==> src/rtl/guess_scorer_pkg.sv <==
// Shared definitions for the guess scorer: board geometry, the scorer FSM
// state encoding and the board result record that the scorer fills in.
package guess_scorer_pkg;

  localparam int MAX_PINS_COUNT = 20;
  localparam int PIN_COLOR_W    = 5;
  localparam int PIN_POS_W      = 5;

  typedef enum logic [1:0] {
    IDLE   = 2'd0,
    GREEN  = 2'd1,
    YELLOW = 2'd2,
    DONE   = 2'd3
  } scorer_state_e;

  // Scoring result for one guess row on the board.
  typedef struct packed {
    logic [PIN_POS_W-1:0]      calculated_green;
    logic [PIN_POS_W-1:0]      calculated_yellow;
    logic [MAX_PINS_COUNT-1:0] analyzed_guess;
    logic [MAX_PINS_COUNT-1:0] analyzed_secret;
  } board_t;

  // Color stored at position idx of a packed pin row.
  function automatic logic [PIN_COLOR_W-1:0] pin_color(
    input logic [MAX_PINS_COUNT*PIN_COLOR_W-1:0] pins,
    input logic [PIN_POS_W-1:0]                  idx
  );
    return pins[int'(idx)*PIN_COLOR_W +: PIN_COLOR_W];
  endfunction

endpackage

==> src/rtl/guess_scorer_if.sv <==
// Request/result bundle of the guess scorer.
// Handshake: the requester raises start for one cycle while busy is low;
// the request (pins_count, guess, secret) is captured on that edge. A start
// seen while busy is high is dropped. The scorer answers with a one-cycle
// done pulse; green, yellow and both masks are valid from done until the
// next accepted start.
interface guess_scorer_if import guess_scorer_pkg::*; #(
  parameter int PINS_MAX = MAX_PINS_COUNT,
  parameter int COLOR_W  = PIN_COLOR_W,
  parameter int POS_W    = PIN_POS_W
);
  logic                        start;
  logic [POS_W-1:0]            pins_count;
  logic [PINS_MAX*COLOR_W-1:0] guess;
  logic [PINS_MAX*COLOR_W-1:0] secret;
  logic                        busy;
  logic                        done;
  logic [POS_W-1:0]            green;
  logic [POS_W-1:0]            yellow;
  logic [PINS_MAX-1:0]         guess_mask;
  logic [PINS_MAX-1:0]         secret_mask;

  modport master (
    output start, pins_count, guess, secret,
    input  busy, done, green, yellow, guess_mask, secret_mask
  );

  modport slave (
    input  start, pins_count, guess, secret,
    output busy, done, green, yellow, guess_mask, secret_mask
  );
endinterface

==> src/rtl/guess_scorer.sv <==
// Sequential guess scorer: counts exact matches in one pass over the
// positions, then searches unconsumed secret pins for each unconsumed guess
// pin one position per cycle. Operands are latched at start so the inputs
// may change freely while scoring is in progress.
module guess_scorer import guess_scorer_pkg::*; #(
  parameter int PINS_MAX = MAX_PINS_COUNT,
  parameter int COLOR_W  = PIN_COLOR_W,
  parameter int POS_W    = PIN_POS_W
) (
  input  logic          clk,
  input  logic          reset,
  guess_scorer_if.slave bus,
  output scorer_state_e state_dbg
);

  localparam logic [POS_W-1:0] POS_ONE = 1;

  scorer_state_e               state_q;
  logic                        busy_q;
  logic                        done_q;
  board_t                      board_q;
  logic [PINS_MAX*COLOR_W-1:0] guess_q;
  logic [PINS_MAX*COLOR_W-1:0] secret_q;
  logic [POS_W-1:0]            n_q;
  logic [POS_W-1:0]            i_q;
  logic [POS_W-1:0]            j_q;

  logic [POS_W-1:0]   n_eff;
  logic [COLOR_W-1:0] guess_i;
  logic [COLOR_W-1:0] secret_i;
  logic [COLOR_W-1:0] secret_j;
  logic               last_i;
  logic               last_j;
  logic               hit_j;

  // Clamp the requested width to the board and pick out the pins under test.
  always_comb begin
    n_eff    = (bus.pins_count > POS_W'(PINS_MAX)) ? POS_W'(PINS_MAX) : bus.pins_count;
    guess_i  = pin_color(guess_q, i_q);
    secret_i = pin_color(secret_q, i_q);
    secret_j = pin_color(secret_q, j_q);
    last_i   = (i_q == n_q - POS_ONE);
    last_j   = (j_q == n_q - POS_ONE);
    hit_j    = !board_q.analyzed_secret[j_q] && (guess_i == secret_j);
  end

  // Scoring FSM: IDLE -> GREEN (one position per cycle) -> YELLOW -> DONE.
  always_ff @(posedge clk) begin
    if (reset) begin
      state_q  <= IDLE;
      busy_q   <= 1'b0;
      done_q   <= 1'b0;
      board_q  <= '0;
      guess_q  <= '0;
      secret_q <= '0;
      n_q      <= '0;
      i_q      <= '0;
      j_q      <= '0;
    end else begin
      case (state_q)
        IDLE: begin
          done_q <= 1'b0;
          if (bus.start) begin
            guess_q  <= bus.guess;
            secret_q <= bus.secret;
            n_q      <= n_eff;
            board_q  <= '0;
            i_q      <= '0;
            j_q      <= '0;
            busy_q   <= 1'b1;
            if (n_eff == '0) begin
              state_q <= DONE;
              done_q  <= 1'b1;
            end else begin
              state_q <= GREEN;
            end
          end
        end

        GREEN: begin
          if (guess_i == secret_i) begin
            board_q.calculated_green       <= board_q.calculated_green + POS_ONE;
            board_q.analyzed_guess[i_q]    <= 1'b1;
            board_q.analyzed_secret[i_q]   <= 1'b1;
          end
          if (last_i) begin
            state_q <= YELLOW;
            i_q     <= '0;
            j_q     <= '0;
          end else begin
            i_q <= i_q + POS_ONE;
          end
        end

        YELLOW: begin
          // A guess pin is finished when it was already consumed, when it
          // finds a free secret pin of its color, or when the search runs out.
          if (board_q.analyzed_guess[i_q] || hit_j || last_j) begin
            if (!board_q.analyzed_guess[i_q] && hit_j) begin
              board_q.calculated_yellow      <= board_q.calculated_yellow + POS_ONE;
              board_q.analyzed_guess[i_q]    <= 1'b1;
              board_q.analyzed_secret[j_q]   <= 1'b1;
            end
            j_q <= '0;
            if (last_i) begin
              state_q <= DONE;
              done_q  <= 1'b1;
            end else begin
              i_q <= i_q + POS_ONE;
            end
          end else begin
            j_q <= j_q + POS_ONE;
          end
        end

        DONE: begin
          done_q  <= 1'b0;
          busy_q  <= 1'b0;
          state_q <= IDLE;
        end

        default: state_q <= IDLE;
      endcase
    end
  end

  // Results come straight from the board record.
  assign bus.busy        = busy_q;
  assign bus.done        = done_q;
  assign bus.green       = board_q.calculated_green;
  assign bus.yellow      = board_q.calculated_yellow;
  assign bus.guess_mask  = board_q.analyzed_guess;
  assign bus.secret_mask = board_q.analyzed_secret;
  assign state_dbg       = state_q;

endmodule

==> src/flat_wrapper.sv <==
// flat-port wrapper written by rule: the top's interface ports become plain ports
module guess_scorer_flat import guess_scorer_pkg::*;
#(
  parameter int PINS_MAX = MAX_PINS_COUNT,
  parameter int COLOR_W  = PIN_COLOR_W,
  parameter int POS_W    = PIN_POS_W
)
  (clk, reset, state_dbg, bus_start, bus_pins_count, bus_guess, bus_secret, bus_busy, bus_done, bus_green, bus_yellow, bus_guess_mask, bus_secret_mask);
  guess_scorer_if #(.PINS_MAX(PINS_MAX), .COLOR_W(COLOR_W), .POS_W(POS_W)) bus_i ();
  input  logic clk;
  input  logic reset;
  output scorer_state_e state_dbg;
  input wire logic [$bits(bus_i.start)-1:0] bus_start;
  input wire logic [$bits(bus_i.pins_count)-1:0] bus_pins_count;
  input wire logic [$bits(bus_i.guess)-1:0] bus_guess;
  input wire logic [$bits(bus_i.secret)-1:0] bus_secret;
  output wire logic [$bits(bus_i.busy)-1:0] bus_busy;
  output wire logic [$bits(bus_i.done)-1:0] bus_done;
  output wire logic [$bits(bus_i.green)-1:0] bus_green;
  output wire logic [$bits(bus_i.yellow)-1:0] bus_yellow;
  output wire logic [$bits(bus_i.guess_mask)-1:0] bus_guess_mask;
  output wire logic [$bits(bus_i.secret_mask)-1:0] bus_secret_mask;
  assign bus_i.start = bus_start;
  assign bus_i.pins_count = bus_pins_count;
  assign bus_i.guess = bus_guess;
  assign bus_i.secret = bus_secret;
  assign bus_busy = bus_i.busy;
  assign bus_done = bus_i.done;
  assign bus_green = bus_i.green;
  assign bus_yellow = bus_i.yellow;
  assign bus_guess_mask = bus_i.guess_mask;
  assign bus_secret_mask = bus_i.secret_mask;
  guess_scorer #(.PINS_MAX(PINS_MAX), .COLOR_W(COLOR_W), .POS_W(POS_W)) u_core (.clk(clk), .reset(reset), .bus(bus_i), .state_dbg(state_dbg));
endmodule
==> config.mk <==
export PLATFORM = sky130hd
export DESIGN_NAME = guess_scorer_flat
export DESIGN_NICKNAME = d
export VERILOG_FILES = /design/src/rtl/guess_scorer_pkg.sv /design/src/rtl/guess_scorer_if.sv /design/src/rtl/guess_scorer.sv /design/src/flat_wrapper.sv
export SDC_FILE = /design/constraint.sdc
export NUM_CORES = 1
export LEC_CHECK = 0
export BUFFER_PORTS_ARGS = -buffer_cell sky130_fd_sc_hd__clkbuf_2
export CAP_MARGIN = 30
export CORE_MARGIN = 2
export CORE_UTILIZATION = 30
export DETAILED_ROUTE_END_ITERATION = 10
export RECOVER_POWER = 100
export REMOVE_ABC_BUFFERS = 1
export SLEW_MARGIN = 20
export SYNTH_ARGS = -nofsm -noshare
export SYNTH_HDL_FRONTEND = slang
export SYNTH_SLANG_ARGS = --single-unit
==> constraint.sdc <==
create_clock -name clk -period 9.5 [get_ports clk]
set_input_delay 0.95 -clock clk [delete_from_list [all_inputs] [get_ports clk]]
set_output_delay 0.95 -clock clk [all_outputs]
set_load 0.05 [all_outputs]
Word level (Yosys, flattened, before mapping). Cells that the tools add are included.

Register bits after elaboration: 269. Bits of input ports: 208. Word-level logic and storage cells: 106.

Add/subtract/negate cells: 5. Multipliers: 2. $lt $le $gt $ge: 5. Eq/ne operators: 14. Shifts and indexed selects: 3. Mux-type cells: 38. Bitwise operators: 3. Reduce and logical (&&, ||, !) cells: 24.

Operators with widths (number): 100-bit by 32-bit variable part select with 5-bit output (3); 40-bit one-hot mux with 3 select lines (1); 45-bit two-way mux (2); 20-bit bitwise OR (3); 50-bit two-way mux (1); 40-bit two-way mux (1); 5-bit two-way mux (8); 5-bit one-hot mux with 3 select lines (2); 5-bit by 1-bit adder with 5-bit output, second input constant (4); 5-bit equality test (4); 5-bit one-hot mux with 2 select lines (2); 5-bit by 3-bit multiplier with 8-bit output, second input constant (2); 5-bit by 6-bit < comparator with 1-bit output, second input constant (2); 4-bit AND reduction (3); 1-bit binary-select mux with 5-bit select (2); 1-bit demux with 5-bit select (2); 5-bit by 1-bit greater-or-equal comparator with 1-bit output, second input constant (2); 2-bit two-way mux (5); 2-bit by 1-bit inequality test with 1-bit output, second input constant (5); 1-bit two-way mux (9); 3-bit AND reduction (3); 2-bit one-hot mux with 4 select lines (1); 2-bit nonzero test (3); 3-bit nonzero test (2); 14 further kinds (22).

Depth between registers and ports, before layout.
Word-level depth: 8. Gate-level depth with buffers: 14.

Worst setup path after synthesis. OpenSTA, ideal clock, no wires.

Path kind: register -> register. From: register u_core.i_q[0]. To: register u_core.board_q (netlist bit u_core.bus.guess_mask[10]). Arrival time: 3.129 ns. Required time: 9.430 ns. Path slack: 6.301 ns. Stages on the path, launching flop included: 10. Path buffers: 3. Clock period less this slack: 3.199 ns. Path through: dfxtp_1 buf_6 buf_2 mux4_2 a221oi_1 xor2_1 o41a_4 buf_4 or4_1 a21oi_1.

Longest elaborated chain between the ends: 8. Elaborated cells between the ends (all ways): 26.

Ends and longest elaborated chain: start, declared (RTL line guess_scorer.sv:25) `logic [POS_W-1:0] i_q;`; start signal, assigned (RTL line guess_scorer.sv:91) `i_q <= i_q + POS_ONE;`; start signal, assigned (RTL line guess_scorer.sv:109) `i_q <= i_q + POS_ONE;`; 5-bit by 3-bit multiplier with 8-bit output (tied with other cells) (RTL line guess_scorer_pkg.sv:29) `return pins[int'(idx)*PIN_COLOR_W +: PIN_COLOR_W];`; 100-bit by 32-bit variable part select with 5-bit output / 1-bit logical AND (equally long branches) (RTL line guess_scorer_pkg.sv:29, guess_scorer.sv:83, guess_scorer.sv:101); 5-bit equality test / 1-bit two-way mux (equally long branches) (RTL line guess_scorer.sv:44, guess_scorer.sv:83, guess_scorer.sv:101); 1-bit logical AND / 1-bit demux with 5-bit select (equally long branches); 1-bit logical OR / 20-bit bitwise OR (equally long branches); 1-bit logical OR / 45-bit two-way mux (equally long branches) (RTL line guess_scorer.sv:98, guess_scorer.sv:99); 2-bit by 1-bit inequality test with 1-bit output (no source line) / 45-bit two-way mux (equally long branches); 5-bit AND reduction (no source line) / 40-bit one-hot mux with 3 select lines (equally long branches); end, declared (RTL line guess_scorer.sv:21) `board_t board_q;`.

Parallel ways exist; a longest one is shown, timed or not. The select of a mux whose other input is x is not followed. A chain may end at the register's enable or synchronous reset.

Final worst setup path.
From: register u_core.i_q[0]. To: register u_core.board_q (netlist bit u_core.bus.guess_mask[17]).

The elaborated chain is that of the path after synthesis.

==> results.json <==
{
  "p_sw_w": 0.00135,
  "yosysTopAreaCell": "dfxtp_1",
  "yosysTopAreaCellShare_pct": 40.3,
  "drc": 0,
  "grt_pass1_vias": 12000,
  "postSynth.asyncResetShare_pct": 0,
  "setup_tns_ns": 0,
  "clock_latency_ns": 0.59,
  "endpoint_kind": "flip-flop",
  "ys_seq_area_share_pct": 40.3,
  "synth_cell_type_count": 62,
  "post_drt_via_cell_ratio": 5.15,
  "fin_crit_ns": 6.61,
  "htreeDepth": 1,
  "synth_ff_type": "dfxtp_1",
  "critPathArrivalTime_ns": 7.07,
  "synthTopCellsByArea": "dfxtp_1 (40%), nand2_1 (12%), a21oi_1 (9.8%), mux4_2 (9.6%), mux2i_1 (4.4%)",
  "cp-start-kind": "flip-flop",
  "final_layout_size_suffix_gt1_share_pct": 20.8,
  "avgSynthCellArea_sq_um": 8.46,
  "fillers": 4679,
  "postCtsResizedCells": 0,
  "final_common_cell": "nand2_1",
  "first_iter_violations": 844,
  "seqCellArea_sq_um": 5390,
  "pwr_density_cell_nw_per_um2": 231,
  "max_slew_margin_pct": -173,
  "cts_hold_buf": 0,
  "status": "complete, but fails checks",
  "pwr-share-seq_pct": 37.5,
  "worstRegToRegCells": 10,
  "grt.total_usage_pct": 18.9,
  "placed_cells": 2322,
  "postCtsSetupRepairBufs": 0,
  "slowest_delay_ns": 2.22,
  "num_rows": 77,
  "wirelength_microns": 45000,
  "path_depth": 10,
  "core_sq_um": 44100,
  "violations": "max-capacitance violations, max-slew violations",
  "grt_remaining_overflow": 0,
  "skew_ns": 0.0120,
  "placed_area_sq_um": 15000,
  "critPathKind": "reg2reg",
  "synth_edf_count": 0,
  "vias": 12300,
  "pwr-share-comb_pct": 29.7,
  "grt_pass1_wl_microns": 69100,
  "setup_slack_ns": 2.89,
  "path_clk_slew_ns": 0.06,
  "path_cells": "nor2b_1 > a22oi_1 > a31oi_1 > nand2_1 > xor2_1 > nor4_1 > a21oi_2 > o41ai_4 > buf_4 > a21oi_1",
  "cp.required_ns": 9.95,
  "final_cell_area_sq_um": 16000,
  "p_sw_share_pct": 36.4,
  "crit_path_start": "u_core.i_q[0]$_SDFFE_PP0P_",
  "hold_class": "reg2reg",
  "r2r_start": "u_core.i_q[0]$_SDFFE_PP0P_",
  "area_growth_pct": 19.7,
  "ys_ff_latch": 269,
  "cts_sinks": 269,
  "cp_top_family": "flip-flops",
  "setup_viol": 0,
  "cts_made_buffers": 31,
  "period_share_pct": 69.6,
  "root_buffer": "clkbuf_16",
  "die_area_sq_um": 46300,
  "rsz0062_at_grt": "false",
  "syn-cell-area_sq_um": 13400,
  "place_hpwl_microns": 32300,
  "tightestPinTransition_ns": 4.10,
  "critPathBufInv": 1,
  "p_clk_share_pct": 32.8,
  "maxCapViolCount": 5,
  "final_cell_mix": "nand2_1 (443), dfxtp_1 (265), a21oi_1 (261)",
  "p_leak_nw": 5.86,
  "fin_nets": 1988,
  "ant_nets": 0,
  "netlist_instances": 1579,
  "pre_cts_slack_ns": 4.86,
  "cts_tree": "done",
  "die-width_microns": 215,
  "fin_cells": 2382,
  "dr.pass1.iters": 5,
  "intPower_w": 0.00235,
  "peakVddDrop_uv": 117,
  "wl_per_cell_microns": 18.9,
  "cp_max_fo": 45,
  "cts_max_path_buffers": 3,
  "worstSetupEndpoint": "u_core.bus.guess_mask[17]$_SDFFE_PP0P_",
  "synth-warning-count": 0,
  "grt_max_degree": 104,
  "gp_congestion": 0.859,
  "r2r_setup_slack_ns": 2.89,
  "antenna_cells": 0,
  "multi_input_area_sq_um": 7300,
  "cpMaxStageDelayCell": "dfxtp_1",
  "antenna_found_initial": 0,
  "port_buffers": 261,
  "start_util_pct": 30.3,
  "io-pin-count": 262,
  "drv_slew": 326,
  "final-hold-violation-count": 0,
  "fmax_mhz": 151,
  "die_h_microns": 215,
  "r2r-end": "u_core.bus.guess_mask[17]$_SDFFE_PP0P_"
}
[worst min-delay path by stage]
stage | startpoint | to | depth (start not counted) | slack [ns]
CTS | u_core.guess_q[33]$_SDFFE_PP0P_ | u_core.guess_q[33]$_SDFFE_PP0P_ | 2 | 0.45
floorplan | u_core.guess_q[30]$_SDFFE_PP0P_ | u_core.guess_q[30]$_SDFFE_PP0P_ | 2 | 0.43
global route | u_core.guess_q[4]$_SDFFE_PP0P_ | u_core.guess_q[4]$_SDFFE_PP0P_ | 2 | 0.47
detailed placement | u_core.guess_q[33]$_SDFFE_PP0P_ | u_core.guess_q[33]$_SDFFE_PP0P_ | 2 | 0.44
global placement | u_core.guess_q[85]$_SDFFE_PP0P_ | u_core.guess_q[85]$_SDFFE_PP0P_ | 2 | 0.44
finish | u_core.guess_q[33]$_SDFFE_PP0P_ | u_core.guess_q[33]$_SDFFE_PP0P_ | 2 | 0.45
[metal layers]
metal  GRT usage, %  up-vias  share of wire [%]
li1               -     5902                  -
met1           26.0     5887                 45
met2           30.7      423                 46
met3           3.65       61                6.5
met4           4.11        0                2.1
met5              0        -                  0
[cell type report]
class                      instances  area share, %
inverter                          33          0.775
tap                              592           4.63
multi-input combinational       1152           45.6
clock inverter                    21           1.23
sequential                       269           33.7
clock buffer                      37           5.30
timing repair buffer             278           8.72
[worst min-delay path: cells and delay by family (launching register included)]
kind	cells	cell delay [ns]
compound gates	1	0.05
flops	1	0.31
simple gates	1	0.05
[cell families (layout without fill, tap and decap cells)]
group	after synthesis	in the layout	synth area share [%]
muxes	128	128	15.0
buffers and inverters	158	369	5.22
and+or+nand+nor	618	618	20.2
xor gates and xnor gates	29	29	1.90
DFF	269	269	40.3
AOI/OAI and AO/OA	362	362	15.9
adders and majority gates	15	15	1.40
[cells in the mapped netlist, drive strengths merged (3+ instances only)]
cell type,number
nor3,16
ha,15
nor2b,10
dfxtp,269
and3,7
a22oi,9
mux2,12
a31oi,8
nand2b,11
a22o,3
nand4,20
a41oi,8
mux2i,59
or2,5
o32ai,4
xor2,15
inv,32
o41ai,7
nor4,6
clkbuf,83
mux4,57
a221oi,3
o31ai,3
nand3b,4
and2,7
or4,25
o211ai,6
buf,42
o21ai,15
o21ba,8
xnor2,14
nor3b,5
a221o,3
nor2,34
o311ai,3
nand3,18
a21oi,262
nand2,444
a211oi,7
[sequential cells by signal, indices dropped and copies added (netlist names)]
name and cells:
u_core.bus.yellow 5, u_core.bus.busy 1, u_core.bus.done 1, u_core.bus.guess_mask 20
u_core.bus.green 5, u_core.j_q 5, u_core.guess_q 100, u_core.i_q 5
u_core.secret_q 100, u_core.state_dbg 2, u_core.bus.secret_mask 20, u_core.n_q 5
[metrics by stage]
stage / utilization [%] / hold slack (ns) / power (W)
2_1_floorplan: - / 0.427 / 0.00215
3_3_place_gp: 34.0 / 0.442 / 0.00248
3_5_place_dp: 34.1 / 0.443 / 0.00250
4_1_cts: 36.4 / 0.452 / 0.00372
5_1_grt: 36.2 / 0.468 / 0.00390
6_report: 36.2 / 0.452 / 0.00370
[power by group through the flow]
| stage | clock, W | sequential, W | combinational [W] |
|---|---|---|---|
| floorplan | 0 | 0.00142 | 0.000727 |
| global placement | 0 | 0.00141 | 0.00107 |
| detailed placement | 0 | 0.00141 | 0.00109 |
| CTS | 0.00124 | 0.00139 | 0.00109 |
| global route | 0.00128 | 0.00141 | 0.00121 |
| finish | 0.00121 | 0.00139 | 0.00110 |
No activity file was read; power rests on OpenSTA's default activity.
